### src/rtl/adder_sched.sv
// adder_sched: round-robin scheduler that sequences OPW-bit adds through one shared
// WIDTH-bit adder slice, LSB chunk first, with the carry held between chunks.
module adder_sched #(
    parameter int WIDTH = 8,
    parameter int CHUNKS = 4,
    parameter int NREQ = 4,
    parameter int ID_W = 2,
    localparam int OPW = WIDTH * CHUNKS,
    localparam int K_W = (CHUNKS > 1) ? $clog2(CHUNKS) : 1
) (
    input  logic                Clk,
    input  logic                Reset_n,
    input  logic [NREQ-1:0]     req_valid,
    output logic [NREQ-1:0]     req_ready,
    input  logic [NREQ*OPW-1:0] req_a,
    input  logic [NREQ*OPW-1:0] req_b,
    input  logic [NREQ-1:0]     req_cin,
    output logic [WIDTH-1:0]    add_a,
    output logic [WIDTH-1:0]    add_b,
    output logic                add_cin,
    input  logic [WIDTH-1:0]    add_sum,
    input  logic                add_cout,
    output logic                res_valid,
    input  logic                res_ready,
    output logic [ID_W-1:0]     res_id,
    output logic [OPW-1:0]      res_sum,
    output logic                res_cout
);
    typedef enum logic [1:0] {IDLE, RUN, DONE} state_t;
    state_t state;
    logic [ID_W-1:0] ptr;
    logic [ID_W-1:0] gnt;
    logic found;
    logic [K_W-1:0] k;
    logic carry;
    logic [OPW-1:0] op_a;
    logic [OPW-1:0] op_b;
    // first valid requester at or after ptr, wrapping modulo NREQ
    always_comb begin
        found = 1'b0;
        gnt = '0;
        for (int i = 0; i < NREQ; i++) begin
            if (!found && req_valid[(int'(ptr) + i) % NREQ]) begin
                found = 1'b1;
                gnt = ID_W'((int'(ptr) + i) % NREQ);
            end
        end
    end
    assign req_ready = (Reset_n && state == IDLE && found) ? NREQ'(1) << gnt : '0;
    assign add_a = (state == RUN) ? op_a[int'(k)*WIDTH +: WIDTH] : '0;
    assign add_b = (state == RUN) ? op_b[int'(k)*WIDTH +: WIDTH] : '0;
    assign add_cin = (state == RUN) && carry;
    assign res_valid = (state == DONE);
    always_ff @(posedge Clk or negedge Reset_n) begin
        if (!Reset_n) begin
            state <= IDLE;
            ptr <= '0;
            k <= '0;
            carry <= 1'b0;
            op_a <= '0;
            op_b <= '0;
            res_id <= '0;
            res_sum <= '0;
            res_cout <= 1'b0;
        end else begin
            case (state)
                IDLE: if (found) begin
                    op_a <= req_a[int'(gnt)*OPW +: OPW];
                    op_b <= req_b[int'(gnt)*OPW +: OPW];
                    carry <= req_cin[gnt];
                    res_id <= gnt;
                    k <= '0;
                    ptr <= (int'(gnt) == NREQ - 1) ? '0 : gnt + 1'b1;
                    state <= RUN;
                end
                RUN: begin
                    res_sum[int'(k)*WIDTH +: WIDTH] <= add_sum;
                    carry <= add_cout;
                    k <= k + 1'b1;
                    if (int'(k) == CHUNKS - 1) begin
                        res_cout <= add_cout;
                        k <= '0;
                        state <= DONE;
                    end
                end
                DONE: if (res_ready) state <= IDLE;
                default: state <= IDLE;
            endcase
        end
    end
endmodule

### config.mk
export PLATFORM = sky130hd
export DESIGN_NAME = adder_sched
export DESIGN_NICKNAME = d
export VERILOG_FILES = /design/src/rtl/adder_sched.sv
export SDC_FILE = /design/constraint.sdc
export NUM_CORES = 1
export LEC_CHECK = 0
export CAP_MARGIN = 20
export CORE_MARGIN = 3
export CORE_UTILIZATION = 41
export CTS_CLUSTER_SIZE = 10
export DETAILED_ROUTE_END_ITERATION = 8
export PLACE_DENSITY = 0.9
export SLEW_MARGIN = 5
export SYNTH_ARGS = -nofsm -noshare
export SYNTH_HDL_FRONTEND = slang
export SYNTH_SLANG_ARGS = --single-unit
### constraint.sdc
create_clock -name Clk -period 4.2 [get_ports Clk]
set_input_delay 1.26 -clock Clk [delete_from_list [all_inputs] [get_ports Clk]]
set_output_delay 1.26 -clock Clk [all_outputs]
set_load 0.05 [all_outputs]
==> results by group <==
Detailed routing
  • Routed WL: about 23000 µm
  • Routed wire per std cell: between 20 and 25 µm
  • DRT iter0 DRCs: 402
  • Vias after detailed routing: between 6000 and 7000
  • Final ANT Viol Nets: 0
  • Total iterations of the first detailed-routing run: 4
  • # DRC: 0
  • Average vias per placed instance: between 5 and 6

Timing
  • Worst-Margin Slew: 0.8453 ns
  • F_max: 246.1 MHz
  • Period Utilization, post-route: 0.9675
  • Clk_skew: around 0.011 ns
  • Hold Vio Cnt, Final: 0
  • Pins Over Slew Limit: 0
  • RSZ-0062 raised after global routing: false
  • Setup ws final: ~0.14 ns
  • Final setup vio count: 0
  • Minimum clock period: 4.064 ns
  • Relative slew margins: 0.4365
  • Worst hold slack: between 0.4 and 0.5 ns
  • Final TNS setup: 0 ns

Setup path
  • Crit path arrival time: 2.80 ns
  • Max incr delay on CP: between 0.9 and 1 ns
  • CP required: ~2.9 ns
  • Cell at the slowest stage of the critical path: dfrtp_2
  • Startpoint class of the critical path: flip-flop
  • Crit path max fanout: 23
  • Setup CP Type: reg -> out
  • CP Cell Sequence: mux4_2, and2_1, clkdlybuf4s50_1
  • Crit. End Element: output pin

Global route
  • Largest net degree at the start of global routing: 84
  • GRT met2 Usage: 0.4601
  • Met3 usage: 0.06985
  • First-pass GRT wire length: around 35000 µm
  • Gr usage total: 0.2567
  • Vias in the first global route: between 6000 and 7000
  • Gr busiest metal: met2
  • Grt total ovfl: 0
  • GR met1 Demand/Resource: 0.2930
  • Initial antenna violation count: 1

Floorplan
  • Site Rows: 45
  • Area of the core: 15370 µm²
  • Die Footprint: 17490 µm²
  • Initial Utilization: 0.4252
  • Io pins: 333
  • Die Y: ~130 µm
  • Die Width: ~130 µm

Synthesis
  • Top-area cell type share of the netlist area: 0.4059
  • Top post-synthesis cells by area: dfrtp_1 (41%), mux2i_1 (20%), o221ai_1 (8.6%)
  • Post-synthesis net count: 826
  • Cell taking the most area after synthesis: dfrtp_1
  • Post-Syn Area per Cell: 12.10 µm²
  • Ys flop type: dfrtp_1
  • Ys async rst share: 1.000
  • Ys Warns: 0
  • Post-synth EDFFs: 0
  • Distinct cells, synth: 44
  • Cells after Synth: 540
  • Sequential share of the synthesized area: 0.4059
  • Post-Syn Area: between 6000 and 7000 µm²
  • #FFs+latches synth: around 110

Job
  • Maxcap violations: 0

Finish
  • Layout cell share with drive strength beyond 1: 0.08943
  • FF+latch area: approximately 2700 µm²
  • Final nets: 1142
  • Area Overhead vs Synth: 55.91%
  • Multi-input logic area: 3402 µm²
  • Fill cell total of the finished layout: between 1000 and 1500
  • Post-Route Utilization: 0.6628

CTS
  • Root Buffer: clkbuf_16
  • Num Clock Sinks: between 100 and 150
  • Worst-Skew Late Latency: 0.35 ns
  • Htree depth: 3
  • Clock-pin slew on the worst setup and hold paths: roughly 0.080 ns
  • Max Root-Sink Buffers: 2
  • TritonCTS clock tree: built
  • Num CTS Buffers: 9

Outcome
  • Status: complete, no violations

Placement
  • Port Buf Inserts: 332
  • Hpwl dp: between 15000 and 20000 µm
  • DP Worst Slack: -0.04933 ns
  • Final GP Congestion: between 0.8 and 0.9

Pwr
  • Total power: approximately 0.007 W
  • Power Density: approximately 700 nW/µm²
  • Leakage power: approximately 4.6 nW
  • Worst vdd ir: 522.7 µV

Min path
  • Hold crit path type: reg -> reg
-- per-stage QoR --
| stage | std cells | instance area [µm²] |
|---|---|---|
| 6_report | 1073 | 10190 |
| 5_1_grt | 1073 | 10190 |
| 4_1_cts | 1071 | 10160 |
| 3_5_place_dp | 1054 | 9846 |
| 3_3_place_gp | 1054 | 9846 |
| 2_1_floorplan | 540 | 6535 |
-- layer usage --
layer | vias up | share of wire
met5 | - | 0
met4 | 0 | 0.030
met3 | 49 | 0.075
met2 | 311 | 0.53
met1 | 2966 | 0.37
li1 | 2714 | -
-- power breakdown --
group	internal, W	switching [W]
clock network	0.000433	0.000410
registers	0.00150	0.000421
logic	0.00188	0.00252
total	0.00382	0.00335
-- synth_stat cells (all sizes together), types with 2 or more instances --
library cell    n
a22o           32
and2           18
and3            4
buf            38
bufbuf          3
dfrtp         106
ha             10
inv             6
mux2i         129
mux4           16
nand2          77
nand2b          2
nor2            2
nor2b           4
nor3            3
nor4            4
o21ai           6
o221ai         64
o22ai           2
or3             2
-- cell usage in the layout (no fill, tap or decap), types with 2 or more instances in the layout --
cell and n:
nand2b_1 2, inv_6 2, buf_12 8, mux2i_1 129
clkbuf_16 9, o22ai_1 2, buf_4 12, clkdlybuf4s50_1 323
and2_1 17, a22o_1 32, nand2_1 74, o221ai_1 64
nor3_2 2, o21ai_0 5, nor4_4 3, dfrtp_1 105
nor2b_2 3, dlymetal6s2s_1 3, and3_1 4, inv_1 5
mux4_2 16, ha_1 10, nand2_2 2, clkinv_4 3
-- path summary, 6_finish.rpt --
check | start | endpoint | slack (ns) | depth (start not counted)
setup / recovery | k[0] | add_b[0] | 0.14 | 3
hold / removal | res_id[0] | res_id[0] | 0.49 | 1
setup reg to reg | k[0] | res_sum[22] | 1.34 | 5
hold reg to reg | res_id[0] | res_id[0] | 0.49 | 1
max in group asynchronous | Reset_n | op_b[27] | 1.95 | 3
min in group asynchronous | Reset_n | ptr[0] | 1.04 | 2
-- kinds of logic (layout without fill, tap and decap cells) --
family | Yosys count | in the layout | synth area share
fa+ha+maj | 10 | 10 | 0.01915
buf+inv | 49 | 370 | 0.07658
other cells | 0 | 1 | 0
flops | 106 | 106 | 0.4059
simple gates | 118 | 118 | 0.09822
compound gates | 111 | 111 | 0.1457
mux | 146 | 146 | 0.2545
-- area by class of cell --
cell class | count | area share
flip-flops and latches | 106 | 0.2605
repair buffers | 347 | 0.3464
inverters | 7 | 0.003561
well taps | 211 | 0.02591
diodes | 1 | 0.0002456
clock buffers | 10 | 0.02346
multi-input cells | 385 | 0.3339
clock inverters | 6 | 0.006017
-- worst max-delay path: cells and delay by family (launching register included) --
kind                   cells  cell delay, ns
muxes                      1            0.61
buffers and inverters      1            0.71
DFF                        1            0.92
and+or+nand+nor            1            0.19
-- sequential cells by signal, summed over array words and instances, names as in the netlist --
signal	cells
op_a	32
op_b	32
res_sum	32
k	2
ptr	2
res_id	2
state	2
carry	1
res_cout	1
-- what timing repair did --
item | 4_1_cts | 5_1_grt
endpoints found under the setup margin | 4 | 4
setup buffers | 1 | 1
hold endpoints to repair | 0 | 0
pin swaps | 2 | 2
hold buffers | 0 | 0
resized for setup | 5 | 5
No activity file was read; power rests on OpenSTA's default activity.
